<file path="src/rtl/fetch_unit.sv">
// Instruction fetch stage: one outstanding icache request, IF/ID register,
// one-entry hold buffer for a response that lands while decode is stalled.
module fetch_unit #(
  parameter logic [31:0] RESET_PC  = 32'h0000_0000,
  parameter logic [31:0] NOP_INSTR = 32'h0000_0013
) (
  input  logic        clk,
  input  logic        reset,
  output logic        icache_req,
  output logic [31:0] icache_addr,
  input  logic        icache_gnt,
  input  logic        icache_rvalid,
  input  logic [31:0] icache_rdata,
  input  logic        redirect_valid,
  input  logic [31:0] redirect_pc,
  input  logic        stall,
  output logic        if_id_valid,
  output logic [31:0] if_id_instruction,
  output logic [31:0] if_id_pc
);

  typedef enum logic [1:0] {S_ISSUE, S_WAIT, S_HOLD} state_t;

  state_t      r_state;
  logic [31:0] r_pc;
  logic [31:0] r_req_pc;
  logic        r_kill;
  logic        r_hold_valid;
  logic [31:0] r_hold_instr;
  logic        r_valid;
  logic [31:0] r_instr;
  logic [31:0] r_if_pc;
  logic [31:0] w_next_pc;

  assign w_next_pc         = r_req_pc + 32'd4;
  assign icache_req        = (r_state == S_ISSUE) && !reset;
  assign icache_addr       = r_pc;
  assign if_id_valid       = r_valid;
  assign if_id_instruction = r_instr;
  assign if_id_pc          = r_if_pc;

  always_ff @(posedge clk) begin
    if (reset) begin
      r_state      <= S_ISSUE;
      r_pc         <= RESET_PC & ~32'd3;
      r_req_pc     <= RESET_PC;
      r_kill       <= 1'b0;
      r_hold_valid <= 1'b0;
      r_hold_instr <= NOP_INSTR;
      r_valid      <= 1'b0;
      r_instr      <= NOP_INSTR;
      r_if_pc      <= RESET_PC;
    end else if (redirect_valid) begin
      // Squash everything younger than the redirect, even under stall.
      r_pc         <= redirect_pc & ~32'd3;
      r_valid      <= 1'b0;
      r_instr      <= NOP_INSTR;
      r_hold_valid <= 1'b0;
      case (r_state)
        S_ISSUE: begin
          if (icache_gnt) begin
            r_state <= S_WAIT;
            r_kill  <= 1'b1;
          end else begin
            r_state <= S_ISSUE;
            r_kill  <= 1'b0;
          end
        end
        S_WAIT: begin
          if (icache_rvalid) begin
            r_state <= S_ISSUE;
            r_kill  <= 1'b0;
          end else begin
            r_kill  <= 1'b1;
          end
        end
        default: begin
          r_state <= S_ISSUE;
          r_kill  <= 1'b0;
        end
      endcase
    end else begin
      if (!stall) begin
        r_valid <= 1'b0;
        r_instr <= NOP_INSTR;
      end
      case (r_state)
        S_ISSUE: begin
          if (icache_gnt) begin
            r_req_pc <= r_pc;
            r_state  <= S_WAIT;
          end
        end
        S_WAIT: begin
          if (icache_rvalid) begin
            if (r_kill) begin
              r_kill  <= 1'b0;
              r_state <= S_ISSUE;
            end else begin
              r_pc <= w_next_pc;
              // An empty slot can be filled even while decode is stalled.
              if (!stall || !r_valid) begin
                r_valid <= 1'b1;
                r_instr <= icache_rdata;
                r_if_pc <= r_req_pc;
                r_state <= S_ISSUE;
              end else begin
                r_hold_valid <= 1'b1;
                r_hold_instr <= icache_rdata;
                r_state      <= S_HOLD;
              end
            end
          end
        end
        S_HOLD: begin
          if (!stall) begin
            r_valid      <= r_hold_valid;
            r_instr      <= r_hold_valid ? r_hold_instr : NOP_INSTR;
            r_if_pc      <= r_req_pc;
            r_hold_valid <= 1'b0;
            r_state      <= S_ISSUE;
          end
        end
        default: r_state <= S_ISSUE;
      endcase
    end
  end

endmodule

</file>
<file path="config.mk">
export PLATFORM = sky130hd
export DESIGN_NAME = fetch_unit
export DESIGN_NICKNAME = d
export VERILOG_FILES = /design/src/rtl/fetch_unit.sv
export SDC_FILE = /design/constraint.sdc
export NUM_CORES = 1
export LEC_CHECK = 0
export ABC_AREA = 1
export CAP_MARGIN = 20
export CORE_ASPECT_RATIO = 0.75
export CORE_MARGIN = 3
export CORE_UTILIZATION = 54
export CTS_CLUSTER_DIAMETER = 80
export DETAILED_ROUTE_END_ITERATION = 8
export PLACE_DENSITY = 0.82
export SLEW_MARGIN = 0
export SYNTH_ARGS = -nofsm -noshare
export SYNTH_HDL_FRONTEND = slang
export SYNTH_SLANG_ARGS = --single-unit
</file>
<file path="constraint.sdc">
create_clock -name clk -period 5.2 [get_ports clk]
set_input_delay 0.52 -clock clk [delete_from_list [all_inputs] [get_ports clk]]
set_output_delay 0.52 -clock clk [all_outputs]
set_load 0.01 [all_outputs]
</file>
==> results of run 1 <==
per-stage QoR:
step	hold slack [ps]	total power, mW	setup slack, ps	std cells	instance area, sq um
2_1_floorplan	424.5	1.610	3494	1029	7283
3_3_place_gp	433.4	1.797	1963	1316	8941
3_5_place_dp	439.8	1.808	1931	1317	8969
4_1_cts	449.7	3.020	2305	1349	9544
5_1_grt	467.3	3.128	1867	1350	9572
6_report	446.9	3.018	2236	1350	9572
where the power goes:
group,internal [mW],switching (mW),total [mW]
clock,0.693,0.533,1.23
sequential,1.33,0.0473,1.37
combinational,0.185,0.234,0.418
total,2.20,0.814,3.02
per-layer routing:
metal,share of wire,track usage
met5,0,0
met2,0.43,0.4128
met4,0.013,0.06224
met1,0.47,0.4142
met3,0.090,0.06955
area by class of cell:
type / instances / area [sq um]
clock buffer: 20 / 456.7
clock inverter: 12 / 118.9
fill: 1071 / 3536
inverter: 121 / 454.2
multi-input combinational: 688 / 3273
sequential: 165 / 3303
tap: 171 / 214.0
timing repair buffer: 173 / 1752
registers in the layout, summed over array words and instances, names as in the netlist:
name	flops
if_id_instruction	32
r_state	2
r_req_pc	32
r_kill	1
if_id_pc	32
if_id_valid	1
r_hold_instr	32
icache_addr	32
r_hold_valid	1
kinds of logic (layout without fill, tap and decap cells):
group,Yosys count,after routing
buffers and inverters,176,326
flip-flops,165,165
AO/OA/AOI/OAI,322,322
AND/OR/NAND/NOR,361,361
XOR/XNOR,1,1
adder cells (fa/ha/maj),4,4
final timing paths:
check | end | depth (start not counted)
max | r_hold_instr[16] | 9
min | r_hold_instr[3] | 2
min reg2reg | r_hold_instr[3] | 2
max reg2reg | r_hold_instr[16] | 9
cells in the final DEF, fill, tap and decap left out, types with 2 or more instances in the layout:
cell type                         Yosys  layout
sky130_fd_sc_hd__a21oi_1            138     138
sky130_fd_sc_hd__a22o_1              12      12
sky130_fd_sc_hd__a31oi_1             15      15
sky130_fd_sc_hd__and2_1               3       3
sky130_fd_sc_hd__buf_16               0       2
sky130_fd_sc_hd__buf_4                3       6
sky130_fd_sc_hd__clkbuf_16            0      17
sky130_fd_sc_hd__clkbuf_8             0       2
sky130_fd_sc_hd__clkdlybuf4s50_1      0     165
sky130_fd_sc_hd__clkinv_4             0       3
sky130_fd_sc_hd__clkinvlp_4           0       3
sky130_fd_sc_hd__dfxtp_1            165     165
sky130_fd_sc_hd__ha_1                 4       4
sky130_fd_sc_hd__inv_1              116     115
sky130_fd_sc_hd__inv_2                4       5
sky130_fd_sc_hd__inv_6                0       4
sky130_fd_sc_hd__nand2_1            181     181
sky130_fd_sc_hd__nand2_2              5       5
sky130_fd_sc_hd__nand3_1             61      61
sky130_fd_sc_hd__nand3b_1             2       2
sky130_fd_sc_hd__nor2_1             103     103
sky130_fd_sc_hd__nor2_2               3       3
sky130_fd_sc_hd__o211ai_1             4       4
sky130_fd_sc_hd__o21ai_0            137     137
sky130_fd_sc_hd__o221ai_1             3       3
sky130_fd_sc_hd__o22ai_1              7       7
sky130_fd_sc_hd__o31ai_1              2       2
critical path: cells and delay by family (launching register included):
family / cells / cell delay, ps
AND/OR/NAND/NOR: 3 / 810
buffers and inverters: 3 / 630
AO/OA/AOI/OAI: 2 / 320
adder cells (fa/ha/maj): 1 / 730
flip-flops: 1 / 320
==> out/summary.json, run 1 <==
{
  "antenna_violating_nets_post_route": {"value": 0},
  "number_of_nets_in_the_layout": {"value": 1240},
  "clock_path_buffers": {"value": 2},
  "boundaryPins": {"value": 168},
  "powerDensity": {"value": 315.3, "unit": "mW/mm^2"},
  "synthMuxAreaShare": {"value": 0},
  "synthDominantCellAreaShare": {"value": 0.4535},
  "detailed_routing_iterations_pass_1": {"value": 5},
  "place_congestion": {"value": 0.9379},
  "cts_repair_resize_count": {"value": 0},
  "cts_root_buf": {"value": "sky130_fd_sc_hd__clkbuf_16"},
  "finish_stage_setup_viols": {"value": 0},
  "remaining_drc_errors": {"value": 0},
  "grt_pass1_wl": {"value": 34230, "unit": "microns"},
  "syn-num-nets": {"value": 1103},
  "syn_to_final_growth": {"value": 31.42, "unit": "%"},
  "timing.slew.headroom": {"value": 0.4068},
  "fin_crit": {"value": 2964, "unit": "ps"},
  "floorplan.core_area": {"value": 0.01311, "unit": "sq mm"},
  "clock_sinks": {"value": 165},
  "layout_worst_path_cycle_share": {"value": 0.5700},
  "io_buffer_count": {"value": 165},
  "cpMaxStageDelayCell": {"value": "sky130_fd_sc_hd__ha_1"},
  "regToRegSetupSlack": {"value": 2240, "unit": "ps"},
  "synth_area_in_adders": {"value": 0.006872},
  "run_status": {"value": "finished, final reports clean"},
  "grt-ovfl-total": {"value": 0},
  "chipWidth": {"value": 140.1, "unit": "microns"},
  "antenna_found_initial": {"value": 0},
  "startpoint_type": {"value": "register"},
  "synth-compound-area-share": {"value": 0.2367},
  "fp-row-count": {"value": 36},
  "clk_pin_slew_worst_paths": {"value": 60, "unit": "ps"},
  "drt-vias-per-instance": {"value": 5.504},
  "syn-cell-area": {"value": 0.007283, "unit": "sq mm"},
  "routed_wl": {"value": 21000, "unit": "microns"},
  "synth_top_cells_by_count": {"value": "sky130_fd_sc_hd__nand2_1, sky130_fd_sc_hd__dfxtp_1, sky130_fd_sc_hd__a21oi_1"},
  "post_synth_top_area_cell": {"value": "sky130_fd_sc_hd__dfxtp_1"},
  "worst_hold_start": {"value": "r_hold_instr[3]"},
  "utilization": {"value": 0.7302},
  "critical-path-top-cell-by-count": {"value": "sky130_fd_sc_hd__inv_1"},
  "pin_count_of_the_biggest_net_entering_global_routing": {"value": 59},
  "yosysSeqAreaShare": {"value": 0.4535},
  "yosysWarnings": {"value": 0},
  "peakVddDrop": {"value": 0.2525, "unit": "mV"},
  "drive_above_1_share": {"value": 0.04580},
  "maxCapViolations": {"value": 0},
  "fp.dieH": {"value": 106.6, "unit": "microns"},
  "num_vias": {"value": 7430},
  "clk-insertion-delay-late": {"value": 420, "unit": "ps"},
  "synth-seq-cells": {"value": 165},
  "worstPathRequired": {"value": 5470, "unit": "ps"},
  "critPathMaxStageDelay": {"value": 730, "unit": "ps"},
  "post_cts_hold_buffer_count": {"value": 0},
  "p_leak": {"value": 3.572, "unit": "nW"},
  "numCtsBuffers": {"value": 17},
  "grt_util_all_layers": {"value": 0.2796},
  "worst-endpoint-arrival": {"value": 3230, "unit": "ps"},
  "initial_core_util": {"value": 0.5557},
  "route.detailed.wl_per_inst": {"value": 15.55, "unit": "microns"},
  "synth-edff-count": {"value": 0},
  "synth_top_family_by_area": {"value": "compound AO/OA/AOI/OAI gates"},
  "synth_area_per_cell": {"value": 7.078, "unit": "sq um"},
  "grt_pass1_vias": {"value": 6812},
  "unrepaired_setup_endpoints_after_global_routing": {"value": "false"},
  "critical_path_peak_fanout": {"value": 37},
  "async_flop_share": {"value": 0},
  "worstPathCellList": {"value": "inv_1, ha_1, nand2_1, inv_1, nand2_2, nor2_4, inv_2, o21ai_0, a21oi_1"},
  "postSynth.topFlopCell": {"value": "sky130_fd_sc_hd__dfxtp_1"},
  "final-hold-violation-count": {"value": 0},
  "post_synth_and_or_nand_nor_area_fraction": {"value": 0.2046},
  "hold_class": {"value": "register to register"},
  "yosysMostFrequentCell": {"value": "sky130_fd_sc_hd__nand2_1"},
  "drv_slew": {"value": 0},
  "antenna-diode-count": {"value": 0},
  "ctsHtreeMaxLevel": {"value": 4},
  "post_synth_main_area_contributors": {"value": "sky130_fd_sc_hd__dfxtp_1, sky130_fd_sc_hd__a21oi_1, sky130_fd_sc_hd__o21ai_0"},
  "detail_route.iter0.violations": {"value": 772},
  "timing_worst_setup_path_type": {"value": "register to register"},
  "r2r-start": {"value": "r_state[1]"},
  "critical_path_startpoint": {"value": "r_state[1]"},
  "cts_tree": {"value": "built"},
  "finalClockSkew": {"value": 16.55, "unit": "ps"},
  "synth_cells": {"value": 1029},
  "synth_xor_xnor_area_share": {"value": 0.001203},
  "dieArea": {"value": 0.01493, "unit": "sq mm"},
  "cts.repair_timing.setup_buffer_count": {"value": 0},
  "critical_path.endpoint_type": {"value": "register"},
  "fmax": {"value": 337.4, "unit": "MHz"},
  "post-dp-hpwl": {"value": 14270, "unit": "microns"},
  "synth_cell_types": {"value": 33},
  "setup-tns-final": {"value": 0, "unit": "ps"},
  "worst_pin_slew": {"value": 888.5, "unit": "ps"}
}
(Power assumes the default switching activity.)
==> run 2, diff against run 1 <==
--- a/config.mk
+++ b/config.mk
@@ -9,10 +9,10 @@
 export CAP_MARGIN = 20
 export CORE_ASPECT_RATIO = 0.75
 export CORE_MARGIN = 3
-export CORE_UTILIZATION = 54
+export CORE_UTILIZATION = 50
 export CTS_CLUSTER_DIAMETER = 80
 export DETAILED_ROUTE_END_ITERATION = 8
-export PLACE_DENSITY = 0.82
+export PLACE_DENSITY = 0.77
 export SLEW_MARGIN = 0
 export SYNTH_ARGS = -nofsm -noshare
 export SYNTH_HDL_FRONTEND = slang
==> constraint.sdc (replaced) <==
create_clock -name clk -period 3 [get_ports clk]
set_input_delay 0.3 -clock clk [delete_from_list [all_inputs] [get_ports clk]]
set_output_delay 0.3 -clock clk [all_outputs]
set_load 0.01 [all_outputs]
==> run 2 against run 1 <==
- clock power up 80%
- sequential power up 74%
- die area up 7.6%
- critical path type is now register to output port
- critical endpoint is now icache_req
- highest routed layer unchanged
==> out/summary.json, run 2 (synthesis results as in run 1) <==
{
  "critical-path-top-cell-by-count": {"value": "sky130_fd_sc_hd__inv_1"},
  "route.detailed.wl_per_inst": {"value": 15.20, "unit": "microns", "change": "-2.3%"},
  "routed_wl": {"value": 21040, "unit": "microns", "change": "+0.20%"},
  "cts.repair_timing.setup_buffer_count": {"value": 0, "change": "unchanged"},
  "antenna_found_initial": {"value": 0, "change": "unchanged"},
  "num_vias": {"value": 7367, "change": "-0.85%"},
  "layout.cells.most_common": {"value": "sky130_fd_sc_hd__nand2_1"},
  "critical_path_peak_fanout": {"value": 3, "change": "-92%"},
  "clk-insertion-delay-late": {"value": 420, "unit": "ps", "change": "about the same"},
  "detail_route.iter0.violations": {"value": 542, "change": "-30%"},
  "p_leak": {"value": 3.624, "unit": "nW", "change": "+1.5%"},
  "peakVddDrop": {"value": 0.4284, "unit": "mV", "change": "+70%"},
  "utilization": {"value": 0.6938, "change": "-0.03640"},
  "cts_tree": {"value": "built"},
  "clock_path_buffers": {"value": 2, "change": "unchanged"},
  "hold_class": {"value": "primary input to register"},
  "clock_sinks": {"value": 165, "change": "unchanged"},
  "final-hold-violation-count": {"value": 0, "change": "unchanged"},
  "startpoint_type": {"value": "register"},
  "fp.dieH": {"value": 110.5, "unit": "microns", "change": "+3.7%"},
  "cts_repair_resize_count": {"value": 0, "change": "unchanged"},
  "worstPathRequired": {"value": 2700, "unit": "ps", "change": "-2770 ps"},
  "io_buffer_count": {"value": 165, "change": "unchanged"},
  "syn_to_final_growth": {"value": 33.19, "unit": "%"},
  "run_status": {"value": "finished, final reports clean"},
  "setup-tns-final": {"value": 0, "unit": "ps", "change": "unchanged"},
  "worstPathCellList": {"value": "inv_1, ha_1, inv_1, nor2_1, clkdlybuf4s50_1"},
  "dp.cells": {"value": 1352, "change": "+2.7%"},
  "fin_crit": {"value": 2078, "unit": "ps"},
  "maxCapViolations": {"value": 0, "change": "unchanged"},
  "powerDensity": {"value": 549.2, "unit": "mW/mm^2", "change": "+74%"},
  "initial_core_util": {"value": 0.5209, "change": "-0.03471"},
  "finish_stage_setup_viols": {"value": 0, "change": "unchanged"},
  "grt_util_all_layers": {"value": 0.2558, "change": "-0.02386"},
  "timing.slew.headroom": {"value": 0.5913, "change": "+0.1845"},
  "grt-ovfl-total": {"value": 0, "change": "unchanged"},
  "dieArea": {"value": 0.01607, "unit": "sq mm", "change": "+7.6%"},
  "post-dp-hpwl": {"value": 14530, "unit": "microns", "change": "+1.8%"},
  "cpMaxStageDelayCell": {"value": "sky130_fd_sc_hd__clkdlybuf4s50_1"},
  "boundaryPins": {"value": 168, "change": "unchanged"},
  "layout_worst_path_cycle_share": {"value": 0.6925},
  "filler_cell_count": {"value": 1230, "change": "+15%"},
  "fp-row-count": {"value": 37, "change": "+2.8%"},
  "clk_pin_slew_worst_paths": {"value": 70, "unit": "ps", "change": "about the same"},
  "worst-endpoint-arrival": {"value": 1780, "unit": "ps", "change": "-1450 ps"},
  "worst_pin_slew": {"value": 610.8, "unit": "ps", "change": "-277.8 ps"},
  "finalClockSkew": {"value": 11.53, "unit": "ps", "change": "-5.013 ps"},
  "detailed_routing_iterations_pass_1": {"value": 5, "change": "unchanged"},
  "timing_worst_setup_path_type": {"value": "register to output port"},
  "antenna-diode-count": {"value": 0, "change": "unchanged"},
  "remaining_drc_errors": {"value": 0, "change": "unchanged"},
  "cts_root_buf": {"value": "sky130_fd_sc_hd__clkbuf_16"},
  "pin_count_of_the_biggest_net_entering_global_routing": {"value": 58, "change": "-1.7%"},
  "grt_pass1_wl": {"value": 34130, "unit": "microns", "change": "-0.28%"},
  "critical_path.endpoint_type": {"value": "output port"},
  "drv_slew": {"value": 0, "change": "unchanged"},
  "drive_above_1_share": {"value": 0.05383, "change": "+0.008025"},
  "layout.cells.most_common_list": {"value": "sky130_fd_sc_hd__nand2_1, sky130_fd_sc_hd__dfxtp_1, sky130_fd_sc_hd__clkdlybuf4s50_1"},
  "floorplan.core_area": {"value": 0.01398, "unit": "sq mm", "change": "+6.7%"},
  "ctsHtreeMaxLevel": {"value": 4, "change": "unchanged"},
  "chipWidth": {"value": 145.4, "unit": "microns", "change": "+3.8%"},
  "unrepaired_setup_endpoints_after_global_routing": {"value": "false"},
  "post_layout_nonfiller_instances": {"value": 1384, "change": "+2.5%"},
  "antenna_violating_nets_post_route": {"value": 0, "change": "unchanged"},
  "drt-vias-per-instance": {"value": 5.323, "change": "-3.3%"},
  "grt_pass1_vias": {"value": 6669, "change": "-2.1%"},
  "critPathMaxStageDelay": {"value": 600, "unit": "ps", "change": "-130 ps"},
  "post_cts_hold_buffer_count": {"value": 0, "change": "unchanged"},
  "fmax": {"value": 481.3, "unit": "MHz"},
  "number_of_nets_in_the_layout": {"value": 1250, "change": "+0.81%"},
  "place_congestion": {"value": 0.9238, "change": "-1.5%"},
  "numCtsBuffers": {"value": 17, "change": "unchanged"}
}
## run 2: critical path: cells and delay by family (launching register included)
| kind | cells | cell delay [ps] |
|---|---|---|
| flops | 1 | 330 |
| simple gates | 1 | 100 |
| buf+inv | 3 | 730 |
| fa+ha+maj | 1 | 190 |
## run 2: path summary, 6_finish.rpt
path	startpoint	end	slack [ps]	depth (start not counted)
setup / recovery	r_state[0]	icache_req	920	5
hold / removal	icache_rdata[27]	r_hold_instr[27]	440	3
setup reg to reg	r_req_pc[2]	icache_addr[28]	990	9
hold reg to reg	r_hold_instr[6]	r_hold_instr[6]	440	2
## run 2: where the power goes
group          internal [mW]  switching, mW  leakage [nW]
clock network           1.29          0.929         0.281
logic                  0.330          0.403          2.00
registers               2.30         0.0819          1.34
## run 2: per-stage QoR
stage / total power, mW / hold WS, ps / instance area, sq um / setup WS [ps]
global route: 5.532 / 460.1 / 9701 / 779.4
CTS: 5.350 / 431.8 / 9701 / 927.4
detailed placement: 3.152 / 438.4 / 9099 / 500.3
floorplan: 2.792 / 424.5 / 7283 / 1340
finish: 5.327 / 441.0 / 9701 / 922.5
global placement: 3.144 / 432.9 / 9099 / 549.8
## run 2: metal layers
metal | wire length (microns) | up-vias | share of wire | GRT usage
met5 | 0 | - | 0 | 0
met4 | 184 | 0 | 0.0087 | 0.06452
met3 | 1827 | 18 | 0.087 | 0.06153
met2 | 8991 | 299 | 0.43 | 0.3793
met1 | 10030 | 3353 | 0.48 | 0.3747
li1 | - | 3697 | - | -
## run 2: layout make-up
class / count / area [sq um] / area share
multi-input cells: 688 / 3273 / 0.3374
flip-flops and latches: 165 / 3303 / 0.3405
well taps: 195 / 244.0 / 0.02515
clock buffers: 20 / 456.7 / 0.04708
inverters: 121 / 454.2 / 0.04682
clock inverters: 12 / 145.1 / 0.01496
repair buffers: 183 / 1824 / 0.1881
